--- src/rtl/uart_pkg.sv ---
// -----------------------------------------------------------------------------
// uart_pkg
//   Shared types and helpers for the parametrised UART transceiver.
//   - tx_state_t / rx_state_t : FSM state encodings for the two directions.
//   - uart_cfg_t              : frame format captured at the start of a frame.
//   - parity_calc()           : parity over the low n bits of a byte.
// -----------------------------------------------------------------------------
package uart_pkg;

    typedef enum logic [2:0] {
        TX_IDLE,
        TX_START,
        TX_DATA,
        TX_PARITY,
        TX_STOP
    } tx_state_t;

    typedef enum logic [2:0] {
        RX_IDLE,
        RX_START,
        RX_DATA,
        RX_PARITY,
        RX_STOP
    } rx_state_t;

    typedef struct packed {
        logic parity_en;
        logic parity_odd;
        logic stop2;
    } uart_cfg_t;

    // XOR of data[n-1:0], inverted for odd parity so that the data bits plus
    // the parity bit always contain an odd number of ones.
    function automatic logic parity_calc(input logic [7:0] data,
                                         input int         n,
                                         input logic       odd);
        logic p;
        p = odd;
        for (int i = 0; i < 8; i++) begin
            if (i < n) begin
                p = p ^ data[i];
            end
        end
        return p;
    endfunction

endpackage

--- src/rtl/uart_xcvr_if.sv ---
// -----------------------------------------------------------------------------
// uart_xcvr_if
//   Client-side bundle of the UART transceiver.
//   TX : tx_valid / tx_data (client -> xcvr), tx_ready (xcvr -> client).
//   RX : rx_valid pulse with rx_data and the error flags (xcvr -> client).
//   Modports: master = byte-stream client, slave = uart_xcvr.
// -----------------------------------------------------------------------------
interface uart_xcvr_if;

    logic       tx_valid;
    logic [7:0] tx_data;
    logic       tx_ready;

    logic       rx_valid;
    logic [7:0] rx_data;
    logic       rx_parity_err;
    logic       rx_frame_err;
    logic       rx_break;

    modport master (
        output tx_valid,
        output tx_data,
        input  tx_ready,
        input  rx_valid,
        input  rx_data,
        input  rx_parity_err,
        input  rx_frame_err,
        input  rx_break
    );

    modport slave (
        input  tx_valid,
        input  tx_data,
        output tx_ready,
        output rx_valid,
        output rx_data,
        output rx_parity_err,
        output rx_frame_err,
        output rx_break
    );

endinterface

--- src/rtl/uart_baud_tick.sv ---
// -----------------------------------------------------------------------------
// uart_baud_tick
//   Oversampling tick generator: one-cycle tick every DIV clocks.
//   Ports:
//     clk     in  system clock
//     reset_n in  asynchronous active-low reset
//     clear   in  restart the divider; no tick is issued while clear is high
//     tick    out one-cycle pulse every DIV clocks
// -----------------------------------------------------------------------------
module uart_baud_tick #(
    parameter int DIV = 1
) (
    input  logic clk,
    input  logic reset_n,
    input  logic clear,
    output logic tick
);

    localparam int            CW   = (DIV > 1) ? $clog2(DIV) : 1;
    localparam logic [CW-1:0] LAST = CW'(DIV - 1);

    logic [CW-1:0] cnt_q, cnt_d;

    always_comb begin
        cnt_d = cnt_q;
        if (clear || (cnt_q == LAST)) begin
            cnt_d = '0;
        end else begin
            cnt_d = cnt_q + CW'(1);
        end
    end

    always_ff @(posedge clk or negedge reset_n) begin
        if (!reset_n) begin
            cnt_q <= '0;
        end else begin
            cnt_q <= cnt_d;
        end
    end

    // After a clear the first tick lands DIV clocks later, so a bit that starts
    // on the cycle after the clear lasts exactly DIV*OVERSAMPLE clocks.
    assign tick = (cnt_q == LAST) && !clear;

endmodule

--- src/rtl/uart_xcvr.sv ---
// -----------------------------------------------------------------------------
// uart_xcvr
//   Full-duplex UART: valid/ready transmitter and 16x-oversampled receiver with
//   runtime parity / stop-bit selection and parity, framing and break detection.
//   Parameters: CLK_FREQ, BAUD, OVERSAMPLE (even, >= 8), DATA_BITS (5..8).
//   Ports:
//     clk, reset_n            clock, asynchronous active-low reset
//     cfg_parity_en/_odd      parity present / odd parity
//     cfg_stop2               two stop bits on TX
//     cfg_loopback            (only with UART_LOOPBACK_EN) RX listens to TX,
//                             tx_serial pin held at 1
//     bus (uart_xcvr_if.slave) tx_valid/tx_data/tx_ready,
//                             rx_valid/rx_data/rx_parity_err/rx_frame_err/rx_break
//     tx_serial               serial out, idles high
//     rx_serial               serial in, asynchronous to clk
//   Optional feature macro: UART_LOOPBACK_EN.
// -----------------------------------------------------------------------------
module uart_xcvr
    import uart_pkg::*;
#(
    parameter int CLK_FREQ   = 50_000_000,
    parameter int BAUD       = 115200,
    parameter int OVERSAMPLE = 16,
    parameter int DATA_BITS  = 8
) (
    input  logic  clk,
    input  logic  reset_n,
    input  logic  cfg_parity_en,
    input  logic  cfg_parity_odd,
    input  logic  cfg_stop2,
`ifdef UART_LOOPBACK_EN
    input  logic  cfg_loopback,
`endif
    uart_xcvr_if.slave bus,
    output logic  tx_serial,
    input  logic  rx_serial
);

    localparam int             DIV       = CLK_FREQ / (BAUD * OVERSAMPLE);
    localparam int             OSW       = $clog2(OVERSAMPLE);
    localparam logic [OSW-1:0] OS_LAST   = OSW'(OVERSAMPLE - 1);
    localparam logic [OSW-1:0] HALF_LAST = OSW'(OVERSAMPLE / 2 - 1);
    localparam logic [2:0]     BIT_LAST  = 3'(DATA_BITS - 1);
    localparam logic [7:0]     DATA_MASK = 8'((1 << DATA_BITS) - 1);

    generate
        if (DIV < 1) begin : g_bad_div
            $error("uart_xcvr: CLK_FREQ/(BAUD*OVERSAMPLE) must be at least 1");
        end
        if ((OVERSAMPLE < 8) || ((OVERSAMPLE % 2) != 0)) begin : g_bad_os
            $error("uart_xcvr: OVERSAMPLE must be even and at least 8");
        end
        if ((DATA_BITS < 5) || (DATA_BITS > 8)) begin : g_bad_bits
            $error("uart_xcvr: DATA_BITS must be in 5..8");
        end
    endgenerate

    // ------------------------------------------------------------------ TX --
    logic           tx_tick, tx_start, tx_bit_done;
    tx_state_t      tx_state_q, tx_state_d;
    logic [OSW-1:0] tx_tick_cnt_q, tx_tick_cnt_d;
    logic [2:0]     tx_bit_cnt_q, tx_bit_cnt_d;
    logic [7:0]     tx_data_q, tx_data_d;
    uart_cfg_t      tx_cfg_q, tx_cfg_d;
    logic           tx_line_q, tx_line_d;
    logic           tx_ready_q, tx_ready_d;

    // tx_ready is only high in TX_IDLE, so this is the handshake cycle.
    assign tx_start = bus.tx_valid && tx_ready_q;

    uart_baud_tick #(.DIV(DIV)) u_tx_tick (
        .clk     (clk),
        .reset_n (reset_n),
        .clear   (tx_start),
        .tick    (tx_tick)
    );

    assign tx_bit_done = tx_tick && (tx_tick_cnt_q == OS_LAST);

    always_comb begin
        tx_state_d    = tx_state_q;
        tx_tick_cnt_d = tx_tick_cnt_q;
        tx_bit_cnt_d  = tx_bit_cnt_q;
        tx_data_d     = tx_data_q;
        tx_cfg_d      = tx_cfg_q;
        tx_line_d     = tx_line_q;
        tx_ready_d    = tx_ready_q;

        if ((tx_state_q != TX_IDLE) && tx_tick) begin
            tx_tick_cnt_d = (tx_tick_cnt_q == OS_LAST) ? '0 : tx_tick_cnt_q + OSW'(1);
        end

        case (tx_state_q)
            TX_IDLE: begin
                if (tx_start) begin
                    tx_state_d    = TX_START;
                    tx_data_d     = bus.tx_data & DATA_MASK;
                    tx_cfg_d      = '{parity_en:  cfg_parity_en,
                                      parity_odd: cfg_parity_odd,
                                      stop2:      cfg_stop2};
                    tx_tick_cnt_d = '0;
                    tx_bit_cnt_d  = '0;
                    tx_line_d     = 1'b0;
                    tx_ready_d    = 1'b0;
                end
            end
            TX_START: begin
                if (tx_bit_done) begin
                    tx_state_d = TX_DATA;
                    tx_line_d  = tx_data_q[0];
                end
            end
            TX_DATA: begin
                if (tx_bit_done) begin
                    if (tx_bit_cnt_q == BIT_LAST) begin
                        tx_bit_cnt_d = '0;
                        if (tx_cfg_q.parity_en) begin
                            tx_state_d = TX_PARITY;
                            tx_line_d  = parity_calc(tx_data_q, DATA_BITS, tx_cfg_q.parity_odd);
                        end else begin
                            tx_state_d = TX_STOP;
                            tx_line_d  = 1'b1;
                        end
                    end else begin
                        tx_bit_cnt_d = tx_bit_cnt_q + 3'd1;
                        tx_line_d    = tx_data_q[tx_bit_cnt_q + 3'd1];
                    end
                end
            end
            TX_PARITY: begin
                if (tx_bit_done) begin
                    tx_state_d   = TX_STOP;
                    tx_bit_cnt_d = '0;
                    tx_line_d    = 1'b1;
                end
            end
            TX_STOP: begin
                // tx_bit_cnt counts stop bits here: 0 = first, 1 = second.
                if (tx_bit_done) begin
                    if (tx_cfg_q.stop2 && (tx_bit_cnt_q == 3'd0)) begin
                        tx_bit_cnt_d = 3'd1;
                    end else begin
                        tx_state_d = TX_IDLE;
                        tx_ready_d = 1'b1;
                        tx_line_d  = 1'b1;
                    end
                end
            end
            default: begin
                tx_state_d = TX_IDLE;
                tx_ready_d = 1'b1;
                tx_line_d  = 1'b1;
            end
        endcase
    end

    // ------------------------------------------------------------------ RX --
    logic           rx_in, rx_tick, rx_line, rx_sample;
    logic           rx_sync1_q, rx_sync1_d, rx_sync2_q, rx_sync2_d;
    rx_state_t      rx_state_q, rx_state_d;
    logic [OSW-1:0] rx_tick_cnt_q, rx_tick_cnt_d;
    logic [2:0]     rx_bit_cnt_q, rx_bit_cnt_d;
    logic [7:0]     rx_shift_q, rx_shift_d;
    logic           rx_par_en_q, rx_par_en_d;
    logic           rx_par_odd_q, rx_par_odd_d;
    logic           rx_par_bit_q, rx_par_bit_d;
    logic           rx_valid_q, rx_valid_d;
    logic [7:0]     rx_data_q, rx_data_d;
    logic           rx_perr_q, rx_perr_d;
    logic           rx_ferr_q, rx_ferr_d;
    logic           rx_brk_q, rx_brk_d;

`ifdef UART_LOOPBACK_EN
    logic lb_sel_q, lb_sel_d;

    // Switching the RX source mid-frame would corrupt it, so the select only
    // follows cfg_loopback while the receiver is idle.
    assign lb_sel_d  = (rx_state_q == RX_IDLE) ? cfg_loopback : lb_sel_q;
    assign rx_in     = lb_sel_q ? tx_line_q : rx_serial;
    assign tx_serial = cfg_loopback ? 1'b1 : tx_line_q;

    always_ff @(posedge clk or negedge reset_n) begin
        if (!reset_n) begin
            lb_sel_q <= 1'b0;
        end else begin
            lb_sel_q <= lb_sel_d;
        end
    end
`else
    assign rx_in     = rx_serial;
    assign tx_serial = tx_line_q;
`endif

    uart_baud_tick #(.DIV(DIV)) u_rx_tick (
        .clk     (clk),
        .reset_n (reset_n),
        .clear   (1'b0),
        .tick    (rx_tick)
    );

    assign rx_sync1_d = rx_in;
    assign rx_sync2_d = rx_sync1_q;
    assign rx_line    = rx_sync2_q;
    // Bit-centre sample point for DATA/PARITY/STOP: OVERSAMPLE ticks after the
    // previous sample.
    assign rx_sample  = rx_tick && (rx_tick_cnt_q == OS_LAST);

    always_comb begin
        rx_state_d    = rx_state_q;
        rx_tick_cnt_d = rx_tick_cnt_q;
        rx_bit_cnt_d  = rx_bit_cnt_q;
        rx_shift_d    = rx_shift_q;
        rx_par_en_d   = rx_par_en_q;
        rx_par_odd_d  = rx_par_odd_q;
        rx_par_bit_d  = rx_par_bit_q;
        rx_valid_d    = 1'b0;
        rx_data_d     = rx_data_q;
        rx_perr_d     = rx_perr_q;
        rx_ferr_d     = rx_ferr_q;
        rx_brk_d      = rx_brk_q;

        if ((rx_state_q != RX_IDLE) && (rx_state_q != RX_START) && rx_tick) begin
            rx_tick_cnt_d = (rx_tick_cnt_q == OS_LAST) ? '0 : rx_tick_cnt_q + OSW'(1);
        end

        case (rx_state_q)
            RX_IDLE: begin
                if (rx_tick && !rx_line) begin
                    rx_state_d    = RX_START;
                    rx_tick_cnt_d = '0;
                end
            end
            RX_START: begin
                if (rx_tick) begin
                    if (rx_tick_cnt_q == HALF_LAST) begin
                        rx_tick_cnt_d = '0;
                        if (rx_line) begin
                            // Line went back high before mid-bit: a glitch.
                            rx_state_d = RX_IDLE;
                        end else begin
                            rx_state_d   = RX_DATA;
                            rx_bit_cnt_d = '0;
                            rx_shift_d   = '0;
                            rx_par_bit_d = 1'b0;
                            rx_par_en_d  = cfg_parity_en;
                            rx_par_odd_d = cfg_parity_odd;
                        end
                    end else begin
                        rx_tick_cnt_d = rx_tick_cnt_q + OSW'(1);
                    end
                end
            end
            RX_DATA: begin
                if (rx_sample) begin
                    rx_shift_d[rx_bit_cnt_q] = rx_line;
                    if (rx_bit_cnt_q == BIT_LAST) begin
                        rx_state_d = rx_par_en_q ? RX_PARITY : RX_STOP;
                    end else begin
                        rx_bit_cnt_d = rx_bit_cnt_q + 3'd1;
                    end
                end
            end
            RX_PARITY: begin
                if (rx_sample) begin
                    rx_par_bit_d = rx_line;
                    rx_state_d   = RX_STOP;
                end
            end
            RX_STOP: begin
                if (rx_sample) begin
                    rx_state_d = RX_IDLE;
                    rx_valid_d = 1'b1;
                    rx_data_d  = rx_shift_q;
                    rx_perr_d  = rx_par_en_q &&
                                 (parity_calc(rx_shift_q, DATA_BITS, rx_par_odd_q) != rx_par_bit_q);
                    rx_ferr_d  = !rx_line;
                    // rx_par_bit is cleared at frame start, so it is 0 when no
                    // parity bit was received.
                    rx_brk_d   = !rx_line && (rx_shift_q == 8'h00) && !rx_par_bit_q;
                end
            end
            default: begin
                rx_state_d = RX_IDLE;
            end
        endcase
    end

    // ----------------------------------------------------------- registers --
    always_ff @(posedge clk or negedge reset_n) begin
        if (!reset_n) begin
            tx_state_q    <= TX_IDLE;
            tx_tick_cnt_q <= '0;
            tx_bit_cnt_q  <= '0;
            tx_data_q     <= '0;
            tx_cfg_q      <= '0;
            tx_line_q     <= 1'b1;
            tx_ready_q    <= 1'b1;
            rx_sync1_q    <= 1'b1;
            rx_sync2_q    <= 1'b1;
            rx_state_q    <= RX_IDLE;
            rx_tick_cnt_q <= '0;
            rx_bit_cnt_q  <= '0;
            rx_shift_q    <= '0;
            rx_par_en_q   <= 1'b0;
            rx_par_odd_q  <= 1'b0;
            rx_par_bit_q  <= 1'b0;
            rx_valid_q    <= 1'b0;
            rx_data_q     <= '0;
            rx_perr_q     <= 1'b0;
            rx_ferr_q     <= 1'b0;
            rx_brk_q      <= 1'b0;
        end else begin
            tx_state_q    <= tx_state_d;
            tx_tick_cnt_q <= tx_tick_cnt_d;
            tx_bit_cnt_q  <= tx_bit_cnt_d;
            tx_data_q     <= tx_data_d;
            tx_cfg_q      <= tx_cfg_d;
            tx_line_q     <= tx_line_d;
            tx_ready_q    <= tx_ready_d;
            rx_sync1_q    <= rx_sync1_d;
            rx_sync2_q    <= rx_sync2_d;
            rx_state_q    <= rx_state_d;
            rx_tick_cnt_q <= rx_tick_cnt_d;
            rx_bit_cnt_q  <= rx_bit_cnt_d;
            rx_shift_q    <= rx_shift_d;
            rx_par_en_q   <= rx_par_en_d;
            rx_par_odd_q  <= rx_par_odd_d;
            rx_par_bit_q  <= rx_par_bit_d;
            rx_valid_q    <= rx_valid_d;
            rx_data_q     <= rx_data_d;
            rx_perr_q     <= rx_perr_d;
            rx_ferr_q     <= rx_ferr_d;
            rx_brk_q      <= rx_brk_d;
        end
    end

    assign bus.tx_ready      = tx_ready_q;
    assign bus.rx_valid      = rx_valid_q;
    assign bus.rx_data       = rx_data_q;
    assign bus.rx_parity_err = rx_perr_q;
    assign bus.rx_frame_err  = rx_ferr_q;
    assign bus.rx_break      = rx_brk_q;

endmodule

--- src/flat_wrapper.sv ---
// flat-port wrapper written by rule: the top's interface ports become plain ports
module uart_xcvr_flat import uart_pkg::*;
#(
    parameter int CLK_FREQ   = 50_000_000,
    parameter int BAUD       = 115200,
    parameter int OVERSAMPLE = 16,
    parameter int DATA_BITS  = 8
)
  (clk, reset_n, cfg_parity_en, cfg_parity_odd, cfg_stop2, tx_serial, rx_serial, bus_tx_valid, bus_tx_data, bus_tx_ready, bus_rx_valid, bus_rx_data, bus_rx_parity_err, bus_rx_frame_err, bus_rx_break);
  uart_xcvr_if bus_i ();
  input  logic clk;
  input  logic reset_n;
  input  logic cfg_parity_en;
  input  logic cfg_parity_odd;
  input  logic cfg_stop2;
  output logic tx_serial;
  input  logic rx_serial;
  input wire logic [$bits(bus_i.tx_valid)-1:0] bus_tx_valid;
  input wire logic [$bits(bus_i.tx_data)-1:0] bus_tx_data;
  output wire logic [$bits(bus_i.tx_ready)-1:0] bus_tx_ready;
  output wire logic [$bits(bus_i.rx_valid)-1:0] bus_rx_valid;
  output wire logic [$bits(bus_i.rx_data)-1:0] bus_rx_data;
  output wire logic [$bits(bus_i.rx_parity_err)-1:0] bus_rx_parity_err;
  output wire logic [$bits(bus_i.rx_frame_err)-1:0] bus_rx_frame_err;
  output wire logic [$bits(bus_i.rx_break)-1:0] bus_rx_break;
  assign bus_i.tx_valid = bus_tx_valid;
  assign bus_i.tx_data = bus_tx_data;
  assign bus_tx_ready = bus_i.tx_ready;
  assign bus_rx_valid = bus_i.rx_valid;
  assign bus_rx_data = bus_i.rx_data;
  assign bus_rx_parity_err = bus_i.rx_parity_err;
  assign bus_rx_frame_err = bus_i.rx_frame_err;
  assign bus_rx_break = bus_i.rx_break;
  uart_xcvr #(.CLK_FREQ(CLK_FREQ), .BAUD(BAUD), .OVERSAMPLE(OVERSAMPLE), .DATA_BITS(DATA_BITS)) u_core (.clk(clk), .reset_n(reset_n), .cfg_parity_en(cfg_parity_en), .cfg_parity_odd(cfg_parity_odd), .cfg_stop2(cfg_stop2), .bus(bus_i), .tx_serial(tx_serial), .rx_serial(rx_serial));
endmodule
--- config.mk ---
export PLATFORM = sky130hd
export DESIGN_NAME = uart_xcvr_flat
export DESIGN_NICKNAME = d
export VERILOG_FILES = /design/src/rtl/uart_pkg.sv /design/src/rtl/uart_xcvr_if.sv /design/src/rtl/uart_baud_tick.sv /design/src/rtl/uart_xcvr.sv /design/src/flat_wrapper.sv
export SDC_FILE = /design/constraint.sdc
export NUM_CORES = 1
export LEC_CHECK = 0
export BUFFER_PORTS_ARGS = -buffer_cell sky130_fd_sc_hd__buf_4
export CORE_MARGIN = 2
export CORE_UTILIZATION = 60
export CTS_BUF_LIST = sky130_fd_sc_hd__clkbuf_8
export CTS_CLUSTER_SIZE = 8
export DETAILED_ROUTE_END_ITERATION = 8
export GPL_ROUTABILITY_DRIVEN = 0
export PLACE_DENSITY = 0.9
export SYNTH_ARGS = -nofsm -noshare
export SYNTH_HDL_FRONTEND = slang
export SYNTH_SLANG_ARGS = --single-unit
export TNS_END_PERCENT = 20
--- constraint.sdc ---
create_clock -name clk -period 2.4 [get_ports clk]
set_input_delay 0.12 -clock clk [delete_from_list [all_inputs] [get_ports clk]]
set_output_delay 0.12 -clock clk [all_outputs]
set_load 0.03 [all_outputs]
==> impl_results.md <==
- Met1 Track Usage GR: 0.2868
- Status: complete, no violations
- Post-synthesis simple-gate area fraction: 0.1552
- H-tree depth: 3
- Post-CTS Setup Inserts: 0
- First drt pass iteration count: 5
- Gates resized, CTS repair: 0
- Overall die width: 81.15 µm
- Area grow syn2layout: 16.64%
- Post-synthesis sequential area ratio: 0.4779
- Buf+Inv Stages, Crit Path: 0
- Hold Crit Start: bus_tx_data[0]
- Post-synthesis cell count: 359
- Met3 global-route usage: 0.06333
- Adder-Cell Fraction of Synth Area: 0.03854
- Ant. Diodes: 0
- Post-synth cell types: 55
- Synth Area in Compound Gates: 0.1388
- Sw Share: 0.2156
- Hold-fix buffers, CTS: 6
- First-pass GRT wire length: 12800 µm
- Final worst-path cycle share: 0.8850
- Clock Sinks: 68
- Area of the multi-input gates: 1735 µm²
- Max VDD drop: 0.4495 mV
- P_sw: 0.0005365 W
- Share of power burned in registers: 0.471
- Drt drc: 0
- Yosys warning total: 0
- WL final: 7757 µm
- Fin. max-slew vios: 0
- Synth Net Count: 385
- Synth Register Bits: 68
- Final Hold Vio Count: 0
- Register area: 1707 µm²
- CTS tree: yes
- Commonest cells after routing, fill and taps aside: dfrtp_1 (64), nor2_1 (35), nand2_1 (34), o21ai_0 (34), buf_4 (33)
- HPWL after DPL: 5239 µm
- PwrDens: 597.3 nW/µm²
- Vias post-DR: 2846
- Clk Latency, worst-skew pair: 340 ps
- Unrepaired setup endpoints after global routing: false
- Root buf cell: clkbuf_8
- Clock transition at path regs: 80 ps
- CP Data Arrival Time: 2340 ps
- CP max stage delay: 590 ps
- Core Util, Final: 0.7119
- HP Class: input port to flip-flop
- Worst clock skew: 7.663 ps
- Die Y-Extent: 81.15 µm
- Die area: 6585 µm²
- Num rows: 28
- Async SR Flop Fraction: 1.000
- Crit path max-delay family: simple AND/OR/NAND/NOR gates
- Slowest CP cell: or3b_2
- IO Pins: 29
- Port bufs: 28
- DR vias/cell: 6.017
- Most frequent CP cell: o21ai_0
- Pin count of the biggest net entering global routing: 69
- Commonest non-fill, non-tap cell in the layout: dfrtp_1
- Longest Clk Path Bufs: 2
- Post-Syn Area per Cell: 9.947 µm²
- Crit path time final: 2124 ps
- Pint: 0.001952 W
- Core Region: 5851 µm²
- Fraction of layout cells with a size suffix above 1: 0.2085
- Power Total: 0.002488 W
- Reg2reg path depth: 5
- Maximum fanout along the worst path: 15
- Initial DRC count: 226
- Layout Nets: 419
- Final Setup Violations: 0
- Most utilized layer in the global route result: met2
- Synth Area in XOR/XNOR: 0.05781
- Setup TNS: 0 ps
- Max-slew headroom: 0.4373
- R2r startpoint: u_core.rx_state_q[1]
- GRT overflow: 0
- Reg2reg setup slack: 280 ps
- Leakage: 1.867 nW
- Crit-path cells: or3b_2 > nor3_2 > o21ai_1 > o21ai_0 > o21ai_0
- Reg2reg end: u_core.rx_shift_q[6]
- Max Fclk: 0.4708 GHz
- EDFF count, synth: 0
- Combinational fraction of design power: 0.046
- Fill cell count: 415
- Largest family of logic cells by synthesized area: simple AND/OR/NAND/NOR gates
- Min-Delay Path Depth: 2
- ANT nets after route: 0
- Post-synthesis mux area share: 0.09566
- WP data required: 2610 ps
- GRT Overall Usage: 0.2575
- Hold endpoint: u_core.tx_data_q[0]
- Number of global-route vias before repair: 2854
- Startpoint Class: flip-flop
- Synth Flop Type: dfrtp_1
- Initial core utilization: 0.6104
- Nature of the critical path endpoint: flip-flop
- M2 GR Usage: 0.4595
- Initial antenna violation count: 0
- Slew @ Worst Pin: 844.1 ps
- TritonCTS buffer count: 9
- Area of the mapped netlist: 3571 µm²
- Max Cap Viol: 0
- Clock power frac: 0.483
- Wire per inst: 16.40 µm
- Setup CP Type: flip-flop to flip-flop
-- cells in the mapped netlist (6+ instances only) --
cell | instances | area [µm²]
nand3_1 | 10 | 50.05
nand2_1 | 34 | 127.6
o31ai_1 | 7 | 52.55
o21ai_0 | 34 | 170.2
nor2_1 | 35 | 131.4
a21oi_1 | 12 | 60.06
ha_1 | 11 | 137.6
dfrtp_1 | 64 | 1602
inv_1 | 17 | 63.81
mux2i_1 | 6 | 60.06
clkbuf_1 | 12 | 45.04
xnor2_1 | 16 | 140.1
nor3_1 | 7 | 35.03
mux2_2 | 23 | 259.0
-- metal layers --
layer | routed length [µm] | vias up
met5 | 0 | -
met4 | 143 | 0
met3 | 435 | 18
met2 | 4073 | 122
met1 | 3105 | 1365
li1 | - | 1341
-- flip-flops by register name, indices dropped and copies added (netlist names), 4 cells and up --
register / flops
u_core.rx_shift_q: 8
u_core.rx_tick_cnt_q: 4
u_core.bus.rx_data: 8
u_core.tx_data_q: 8
u_core.tx_tick_cnt_q: 4
u_core.u_rx_tick.cnt_q: 5
u_core.u_tx_tick.cnt_q: 5
-- cell type report --
type | count | share of cell area
timing repair buffer | 39 | 0.07390
sequential | 68 | 0.4097
inverter | 17 | 0.01532
clock buffer | 11 | 0.03635
multi-input combinational | 258 | 0.4166
tap | 75 | 0.02253
clock inverter | 5 | 0.02553
-- worst max path at each step --
stage	from	to	slack, ps	depth (start not counted)
3_5_place_dp	u_core.tx_bit_cnt_q[0]	u_core.tx_serial	350	7
5_1_grt	u_core.u_tx_tick.cnt_q[0]	u_core.tx_bit_cnt_q[1]	140	6
2_1_floorplan	u_core.tx_bit_cnt_q[0]	u_core.tx_serial	430	8
3_3_place_gp	u_core.tx_bit_cnt_q[0]	u_core.tx_serial	400	7
6_report	u_core.rx_state_q[1]	u_core.rx_shift_q[6]	280	5
4_1_cts	u_core.rx_state_q[1]	u_core.rx_shift_q[6]	310	5
-- power by group through the flow --
stage	Combinational [W]	Clock, W	Sequential [W]
after floorplan	0.0000597	0	0.00118
after global placement	0.0000993	0	0.00119
after detailed placement	0.000104	0	0.00119
after CTS	0.000114	0.00122	0.00117
after global routing	0.000125	0.00126	0.00117
final	0.000113	0.00120	0.00117
-- through the flow --
stage	setup WS, ps	cells	hold slack, ps	cell area, µm²
after detailed placement	353.4	451	231.4	3847
after global placement	395.6	451	228.7	3847
after global routing	137.8	473	7.472	4165
after floorplan	430.7	359	-175.6	3571
after CTS	312.5	473	1.611	4165
final	276.0	473	19.98	4165
-- kinds of logic after synthesis --
group,after synthesis
buffers and inverters,33
AND/OR/NAND/NOR,115
multiplexers,30
XOR/XNOR,22
AO/OA/AOI/OAI,80
flip-flops,68
adder cells (fa/ha/maj),11
(Power assumes the default switching activity.)
